<file path="src/rtl/immenc_pkg.sv">
// Shared constants for the immenc instruction encoder: format codes, opcodes,
// immediate range limits and FSM state encodings.
package immenc_pkg;

  localparam logic [2:0] FMT_R    = 3'd0;
  localparam logic [2:0] FMT_I    = 3'd1;
  localparam logic [2:0] FMT_S    = 3'd2;
  localparam logic [2:0] FMT_B    = 3'd3;
  localparam logic [2:0] FMT_U    = 3'd4;
  localparam logic [2:0] FMT_J    = 3'd5;
  localparam logic [2:0] FMT_LI   = 3'd6;
  localparam logic [2:0] FMT_RSVD = 3'd7;

  localparam logic [6:0]  OPC_OP_IMM = 7'b0010011;
  localparam logic [6:0]  OPC_LUI    = 7'b0110111;
  localparam logic [31:0] NOP_WORD   = 32'h0000_0013;

  localparam logic signed [31:0] IMM_I_MIN = -32'sd2048;
  localparam logic signed [31:0] IMM_I_MAX =  32'sd2047;
  localparam logic signed [31:0] IMM_B_MIN = -32'sd4096;
  localparam logic signed [31:0] IMM_B_MAX =  32'sd4094;
  localparam logic signed [31:0] IMM_J_MIN = -32'sd1048576;
  localparam logic signed [31:0] IMM_J_MAX =  32'sd1048574;

  localparam logic [1:0] ST_EMPTY   = 2'd0;
  localparam logic [1:0] ST_FULL    = 2'd1;
  localparam logic [1:0] ST_HOLD_HI = 2'd2;

endpackage

</file>
<file path="src/rtl/immenc_pack.sv">
// Combinational RVI packer: format + fields + immediate -> instruction word
// plus an out-of-range / illegal-format flag. Formats 6 and 7 pack as NOP.
module immenc_pack
  import immenc_pkg::*;
(
  input  logic [2:0]  i_fmt,
  input  logic [6:0]  i_opcode,
  input  logic [4:0]  i_rd,
  input  logic [4:0]  i_rs1,
  input  logic [4:0]  i_rs2,
  input  logic [2:0]  i_funct3,
  input  logic [6:0]  i_funct7,
  input  logic [31:0] i_imm,
  output logic [31:0] o_word,
  output logic        o_err
);

  logic signed [31:0] w_imm_s;
  assign w_imm_s = $signed(i_imm);

  always_comb begin
    o_word = NOP_WORD;
    o_err  = 1'b0;
    case (i_fmt)
      FMT_R: o_word = {i_funct7, i_rs2, i_rs1, i_funct3, i_rd, i_opcode};
      FMT_I: begin
        o_word = {i_imm[11:0], i_rs1, i_funct3, i_rd, i_opcode};
        o_err  = (w_imm_s < IMM_I_MIN) || (w_imm_s > IMM_I_MAX);
      end
      FMT_S: begin
        o_word = {i_imm[11:5], i_rs2, i_rs1, i_funct3, i_imm[4:0], i_opcode};
        o_err  = (w_imm_s < IMM_I_MIN) || (w_imm_s > IMM_I_MAX);
      end
      FMT_B: begin
        o_word = {i_imm[12], i_imm[10:5], i_rs2, i_rs1, i_funct3,
                  i_imm[4:1], i_imm[11], i_opcode};
        o_err  = (w_imm_s < IMM_B_MIN) || (w_imm_s > IMM_B_MAX) || i_imm[0];
      end
      FMT_U: begin
        o_word = {i_imm[31:12], i_rd, i_opcode};
        o_err  = (i_imm[11:0] != 12'd0);
      end
      FMT_J: begin
        o_word = {i_imm[20], i_imm[10:1], i_imm[11], i_imm[19:12], i_rd, i_opcode};
        o_err  = (w_imm_s < IMM_J_MIN) || (w_imm_s > IMM_J_MAX) || i_imm[0];
      end
      FMT_LI, FMT_RSVD: begin
        // LI is rewritten into I/U by the top before reaching here
        o_word = NOP_WORD;
        o_err  = 1'b1;
      end
      default: begin
        o_word = NOP_WORD;
        o_err  = 1'b1;
      end
    endcase
  end

endmodule

</file>
<file path="src/rtl/immenc.sv">
// Registered RISC-V instruction encoder with valid/ready on both sides.
// Define IMMENC_LI_EN to build the LI -> LUI+ADDI pseudo-op expansion.
module immenc
  import immenc_pkg::*;
#(
  parameter int BITS = 32
) (
  input  logic            clk,
  input  logic            rst_n,
  input  logic            in_valid,
  output logic            in_ready,
  input  logic [2:0]      in_fmt,
  input  logic [6:0]      in_opcode,
  input  logic [4:0]      in_rd,
  input  logic [4:0]      in_rs1,
  input  logic [4:0]      in_rs2,
  input  logic [2:0]      in_funct3,
  input  logic [6:0]      in_funct7,
  input  logic [BITS-1:0] in_imm,
  output logic            out_valid,
  input  logic            out_ready,
  output logic [BITS-1:0] out_instr,
  output logic            out_range_err,
  output logic            out_last
);

  generate
    if (BITS != 32) begin : g_bits_check
      $error("immenc supports only BITS == 32");
    end
  endgenerate

  logic [1:0]  r_state;
  logic [31:0] r_instr;
  logic        r_err;
  logic        w_accept;
  logic        w_split;

  logic [2:0]  w_p_fmt;
  logic [6:0]  w_p_opcode;
  logic [4:0]  w_p_rd;
  logic [4:0]  w_p_rs1;
  logic [2:0]  w_p_funct3;
  logic [31:0] w_p_imm;
  logic [31:0] w_word;
  logic        w_err;

  assign in_ready  = rst_n && ((r_state == ST_EMPTY) ||
                               ((r_state == ST_FULL) && out_ready));
  assign w_accept  = in_valid && in_ready;
  assign out_valid = (r_state != ST_EMPTY);
  assign out_instr = r_instr;
  assign out_range_err = r_err;

`ifdef IMMENC_LI_EN
  logic [4:0]  r_li_rd;
  logic [11:0] r_li_lo;
  logic        r_last;
  logic [31:0] w_li_sum;
  logic        w_li_fits;

  // Rounding add: ADDI sign-extends lo, so hi absorbs the borrow
  assign w_li_sum  = in_imm + 32'h0000_0800;
  assign w_li_fits = ($signed(in_imm) >= IMM_I_MIN) && ($signed(in_imm) <= IMM_I_MAX);
  assign w_split   = (in_fmt == FMT_LI) && !w_li_fits && (in_imm[11:0] != 12'd0);
  assign out_last  = r_last;
`else
  assign w_split   = 1'b0;
  assign out_last  = 1'b1;
`endif

  always_comb begin
    w_p_fmt    = in_fmt;
    w_p_opcode = in_opcode;
    w_p_rd     = in_rd;
    w_p_rs1    = in_rs1;
    w_p_funct3 = in_funct3;
    w_p_imm    = in_imm;
`ifdef IMMENC_LI_EN
    if (r_state == ST_HOLD_HI) begin
      w_p_fmt    = FMT_I;
      w_p_opcode = OPC_OP_IMM;
      w_p_rd     = r_li_rd;
      w_p_rs1    = r_li_rd;
      w_p_funct3 = 3'd0;
      w_p_imm    = {{20{r_li_lo[11]}}, r_li_lo};
    end else if (in_fmt == FMT_LI) begin
      if (w_li_fits) begin
        w_p_fmt    = FMT_I;
        w_p_opcode = OPC_OP_IMM;
        w_p_rs1    = 5'd0;
        w_p_funct3 = 3'd0;
      end else begin
        w_p_fmt    = FMT_U;
        w_p_opcode = OPC_LUI;
        w_p_imm    = {w_li_sum[31:12], 12'd0};
      end
    end
`endif
  end

  immenc_pack u_pack (
    .i_fmt    (w_p_fmt),
    .i_opcode (w_p_opcode),
    .i_rd     (w_p_rd),
    .i_rs1    (w_p_rs1),
    .i_rs2    (in_rs2),
    .i_funct3 (w_p_funct3),
    .i_funct7 (in_funct7),
    .i_imm    (w_p_imm),
    .o_word   (w_word),
    .o_err    (w_err)
  );

  always_ff @(posedge clk or negedge rst_n) begin
    if (!rst_n) begin
      r_state <= ST_EMPTY;
      r_instr <= 32'd0;
      r_err   <= 1'b0;
    end else if (w_accept) begin
      r_instr <= w_word;
      r_err   <= w_err;
      r_state <= w_split ? ST_HOLD_HI : ST_FULL;
    end else if ((r_state == ST_HOLD_HI) && out_ready) begin
      r_instr <= w_word;
      r_err   <= w_err;
      r_state <= ST_FULL;
    end else if ((r_state == ST_FULL) && out_ready) begin
      r_state <= ST_EMPTY;
    end
  end

`ifdef IMMENC_LI_EN
  always_ff @(posedge clk or negedge rst_n) begin
    if (!rst_n) begin
      r_last  <= 1'b0;
      r_li_rd <= 5'd0;
      r_li_lo <= 12'd0;
    end else if (w_accept) begin
      r_last  <= !w_split;
      r_li_rd <= in_rd;
      r_li_lo <= in_imm[11:0];
    end else if ((r_state == ST_HOLD_HI) && out_ready) begin
      r_last  <= 1'b1;
    end
  end
`endif

endmodule
</file>
<file path="config.mk">
export PLATFORM = sky130hd
export DESIGN_NAME = immenc
export DESIGN_NICKNAME = d
export VERILOG_FILES = /design/src/rtl/immenc_pkg.sv /design/src/rtl/immenc_pack.sv /design/src/rtl/immenc.sv
export SDC_FILE = /design/constraint.sdc
export NUM_CORES = 1
export LEC_CHECK = 0
export BUFFER_PORTS_ARGS = -buffer_cell sky130_fd_sc_hd__buf_2
export CAP_MARGIN = 10
export CORE_ASPECT_RATIO = 2
export CORE_MARGIN = 1
export CORE_UTILIZATION = 45
export CTS_BUF_LIST = sky130_fd_sc_hd__clkbuf_4 sky130_fd_sc_hd__clkbuf_8 sky130_fd_sc_hd__clkbuf_16
export DETAILED_ROUTE_END_ITERATION = 8
export GPL_TIMING_DRIVEN = 0
export HOLD_SLACK_MARGIN = 0.05
export MAX_ROUTING_LAYER = met4
export PLACE_DENSITY_LB_ADDON = 0.25
export SYNTH_ARGS = -nofsm -noshare
export SYNTH_HDL_FRONTEND = slang
export SYNTH_HIERARCHICAL = 1
export SYNTH_SLANG_ARGS = --single-unit
</file>
<file path="constraint.sdc">
create_clock -name clk -period 2.06 [get_ports clk]
set_input_delay 0.103 -clock clk [delete_from_list [all_inputs] [get_ports clk]]
set_output_delay 0.103 -clock clk [all_outputs]
set_load 0.02 [all_outputs]
</file>
# Word-level counts from Yosys, hierarchy flattened
# Index checks and enable logic that the tools add are counted.
dict set report word_totals {
  in_bits 71
  elab_cells 45
  reg_bits 35
  out_inout_bits 36
}
dict set report classes {
  mux 9
  eq_ne 9
  order_cmp 6
  reduce_logical 18
}
# operator count
set op_table {}
lappend op_table {{$pmux 32 s7} 1}
lappend op_table {{$mux 32} 2}
lappend op_table {{$gt 32x12->1 const B} 1}
lappend op_table {{$gt 32x13->1 const B} 1}
lappend op_table {{$gt 32x21->1 const B} 1}
lappend op_table {{$lt 32x12->1 const B} 1}
lappend op_table {{$lt 32x13->1 const B} 1}
lappend op_table {{$lt 32x21->1 const B} 1}
lappend op_table {{$eq 3x3->1 const B} 4}
lappend op_table {{$reduce_bool 12->1} 1}
lappend op_table {{$eq 3x2->1 const B} 2}
lappend op_table {{$logic_or 1x1->1} 6}
lappend op_table {{$mux 2} 3}
lappend op_table {{$pmux 1 s5} 1}
lappend op_table {{$logic_and 1x1->1} 4}
lappend op_table {{$reduce_bool 2->1} 2}
lappend op_table {{$reduce_or 2->1} 2}
lappend op_table {{$eq 3x1->1 const B} 1}
lappend op_table {{$logic_not 3->1} 1}
lappend op_table {{$reduce_bool 3->1} 1}
lappend op_table {{$eq 2x1->1 const B} 1}
lappend op_table {{$eq 2x2->1 const B} 1}
lappend op_table {{$logic_not 2->1} 1}
lappend op_table {{$mux 1} 2}

# Longest topological paths before layout
dict set report depth {
  depth_word 6
  mapped_depth 8
  depth_no_buf 6
}

# Hierarchy
# The synthesis kept the hierarchy.
# module cells_per_inst area_each_um2 n_inst
set modules_own_cells {}
lappend modules_own_cells {immenc 78 1460.2 1}
lappend modules_own_cells {immenc_pack 138 822.0 1}

# Least setup slack after synthesis
# OpenSTA, ideal clock, no wires.
dict set report synth_path {
  kind {reg2reg}
  start {register r_state[0]}
  end {register r_instr[0], in the netlist out_instr[0]}
  arrival_ns 1.258
  path_buffers 2
  slack_ns 0.677
  path_stages_with_launch 6
  t_required_ns 1.935
  path_cell_list {dfrtp_1 -> nand2b_4 -> nor2b_4 -> buf_6 -> buf_12 -> mux2_4}
}
dict set report synth_between {
  elab_chain_len 6
}
# item line
set synth_rtl {}
lappend synth_rtl {{start: declaration} immenc.sv:33} ;# logic [1:0] r_state;
lappend synth_rtl {{start signal: assignment} immenc.sv:123} ;# r_state <= w_split ? ST_HOLD_HI : ST_FULL;
lappend synth_rtl {{$eq 2x1->1} immenc.sv:49} ;# ((r_state == ST_FULL) && out_ready));
lappend synth_rtl {{$logic_and 1x1->1} immenc.sv:49}
lappend synth_rtl {{$logic_or 1x1->1} immenc.sv:48} ;# assign in_ready = rst_n && ((r_state == ST_EMPTY) ||
lappend synth_rtl {{$logic_and 1x1->1} immenc.sv:48}
lappend synth_rtl {{$logic_and 1x1->1} immenc.sv:50} ;# assign w_accept = in_valid && in_ready;
lappend synth_rtl {{$mux 32 or $reduce_bool 2->1 (tied branches)} -}
lappend synth_rtl {{end signal: assignment} immenc.sv:121} ;# r_instr <= w_word;
lappend synth_rtl {{end signal: assignment} immenc.sv:125} ;# r_instr <= w_word;
lappend synth_rtl {{end: declaration} immenc.sv:34} ;# logic [31:0] r_instr;
# Several ways; a longest one is shown, not always the timed one.
# A chain may end at the register's enable or synchronous reset.

# Worst setup path after layout
dict set report layout_path {
  start {input port rst_n}
  end {register r_instr[17], in the netlist out_instr[17]}
}
dict set report layout_between {
  elab_chain_len 3
}
# item line
set layout_rtl {}
lappend layout_rtl {{start: declaration} immenc.sv:9} ;# input logic rst_n,
lappend layout_rtl {{$logic_and 1x1->1 *} immenc.sv:48}
lappend layout_rtl {{$logic_and 1x1->1 *} immenc.sv:50}
lappend layout_rtl {{$mux 32 or $reduce_bool 2->1 (tied branches)} -}
# Mark *: on every way between the ends. The rest lies on a longest branch, timed or not.

==> impl_metrics.toml <==
[clock_tree]
cts_made_buffers = 5
clkSinkCount = 34
clkLatencyLatePin_ns = 0.29
htree_levels = 2
clk_pin_slew_ns = 0.06
postCtsSetupBuffers = 0
cts_tree = "built"
clk_path_buf_depth = 2
root_buffer = "clkbuf_8"

[job]
cap_viol_max_count = 0

[synthesis]
synth_cell_types = 37
synth-edff-count = 0
synth_area_leader_cell = "dfrtp_1"
synth_most_common_cell = "dfrtp_1"
ys_ff_latch = 34
ys.flop_type = "dfrtp_1"
synth_top_cell_area_share = 0.373
netlist_top_cells_count = "34 x dfrtp_1, 30 x mux2_4, 18 x nand2_1, 17 x o21ai_1"
yosysWarnings = 6
synthArstFlopShare = 1.00
netlist_top_cells_area = "dfrtp_1 37%, mux2_4 20%, o21ai_1 3.7%, a22o_1 3.5%, mux2i_1 3.1%"
synth_nets = 287
netlist_area_um2 = 2280
syn_inst = 216
avgSynthCellArea_um2 = 10.6
ys_seq_area_frac = 0.373

[power]
ir_worst_vdd_mv = 0.492
power_density_nw_per_um2 = 763
p_leak_nw = 1.50

[finish]
diodes = 0
finalNetCount = 399
register_area_um2 = 851
multi_input_area_um2 = 1280
drive_gt1_frac = 0.495
syn_to_final_growth_pct = 32.0
n_fill_cell = 470
layout.cells.non_filler = 386

[floorplan]
fp.dieW_um = 52.4
std_cell_rows = 36
die_area_um2 = 5380
io_pins = 107
coreArea_um2 = 4860
floorplan.initialDensity = 0.469
die_h_um = 103

[timing]
timing.final.crit_share = 0.701
maxSlewViolCount = 0
fin_worst_skew_ns = 0.00290
rsz0062_at_grt = "false"
finalSetupTns_ns = 0
post-route-min-period_ns = 1.45
setup_viol = 0
fmax_ghz = 0.692
finalHoldViolCount = 0

[critical_path]
crit_path_start_kind = "input pin"
crit_fanout = 10
ff2ff_setup_slack_ns = 0.72
criticalPathCategory = "in -> reg"
crit_required_ns = 2.23
setup.worst_path.end_class = "flip-flop"
arrival_ns = 1.62

[drt]
wirelength_um = 6220
wire_per_inst_um = 16.1
drc = 0
drt-pass1-iter-count = 4
via_count = 2112
dr.first_iter.drc_count = 24
vias_per_cell = 5.47
drtAntennaViolNets = 0

[global_route]
grt_pass1_vias = 2079
grt.total_usage = 0.257
grt_remaining_overflow = 0
grt_max_degree = 35
grt_first_pass_wirelength_um = 9760
antenna_found_initial = 0

[placement]
finalWeightedCongestion = 0.923
io_buffers = 103
place_hpwl_um = 4880
placedCellCount = 376

[status]
status = "completed"

[min_path]
hold_path_class = "in -> reg"
## per-stage QoR
stage               instance area (um2)  total power [mW]  setup WS [ns]  utilization  hold slack, ns
global route                       3010              2.42          0.539        0.619          0.0963
finish                             3010              2.30          0.615        0.619          0.0817
detailed placement                 2870              1.69          0.136        0.590           0.248
global placement                   2870              1.67          0.195        0.590           0.221
floorplan                          2280              1.38          0.677            -          -0.193
CTS                                3010              2.33          0.610        0.619          0.0718
## layout by cell type (no fill, tap or decap), types with 3 or more instances in the layout
master / count
a22o_1: 9
mux2_2: 4
nor4_2: 3
clkbuf_8: 5
buf_12: 4
a21oi_1: 11
nor4_1: 5
and2_1: 4
inv_1: 6
nand4_1: 11
clkbuf_1: 5
o21ai_1: 17
dfrtp_1: 34
buf_2: 109
a22oi_1: 5
nand2b_1: 3
nor2_1: 8
nand2_1: 18
mux2i_1: 7
nor2b_1: 7
mux2_4: 30
## flip-flops by register name (all words and copies together), names as in the netlist
signal	count
r_state	1
out_instr	32
out_range_err	1
## area by class of cell
cell class,count,share of cell area
multi-input combinational,160,0.425
sequential,34,0.282
timing repair buffer,105,0.181
buffer,16,0.0424
clock buffer,7,0.0278
tap,57,0.0237
clock inverter,1,0.00997
inverter,6,0.00748
## power by group
part	internal, mW	total (mW)	switching (mW)
sequential	0.797	0.868	0.0712
clock	0.388	0.623	0.235
combinational	0.390	0.809	0.419
## final timing paths
path	startpoint	end	cells after the start
max	rst_n	out_instr[17]	7
min	in_valid	r_state[0]	3
max reg2reg	r_state[0]	out_instr[17]	5
min reg2reg	out_range_err	out_range_err	1
max in group asynchronous	rst_n	out_instr[24]	3
min in group asynchronous	rst_n	out_instr[3]	3
## critical path: stages
cell and delay [ns]:
dlygate4sd3_1 0.52, buf_2 0.16, nand2_1 0.11, nor2b_4 0.12, buf_6 0.14, buf_12 0.15, mux2_4 0.31
## kinds of logic after synthesis
group	after synthesis	share of synthesized area
and+or+nand+nor	68	0.171
AOI/OAI and AO/OA	48	0.132
muxes	42	0.253
DFF	34	0.373
buffers and inverters	22	0.0658
xor gates and xnor gates	1	0.00384
other	1	0.00164
## routing by layer
| layer | wire length, um | up-vias | global-route usage |
|---|---|---|---|
| met3 | 333 | 13 | 0.0398 |
| met1 | 2230 | 994 | 0.279 |
| met5 | 0 | - | - |
| met4 | 179 | 0 | 0.123 |
| li1 | - | 1013 | - |
| met2 | 3470 | 92 | 0.441 |
## timing repair
action	CTS	global route
endpoints found under the hold margin	34	0
resized for setup	0	0
hold buffers	2	0
(Power assumes the default switching activity.)
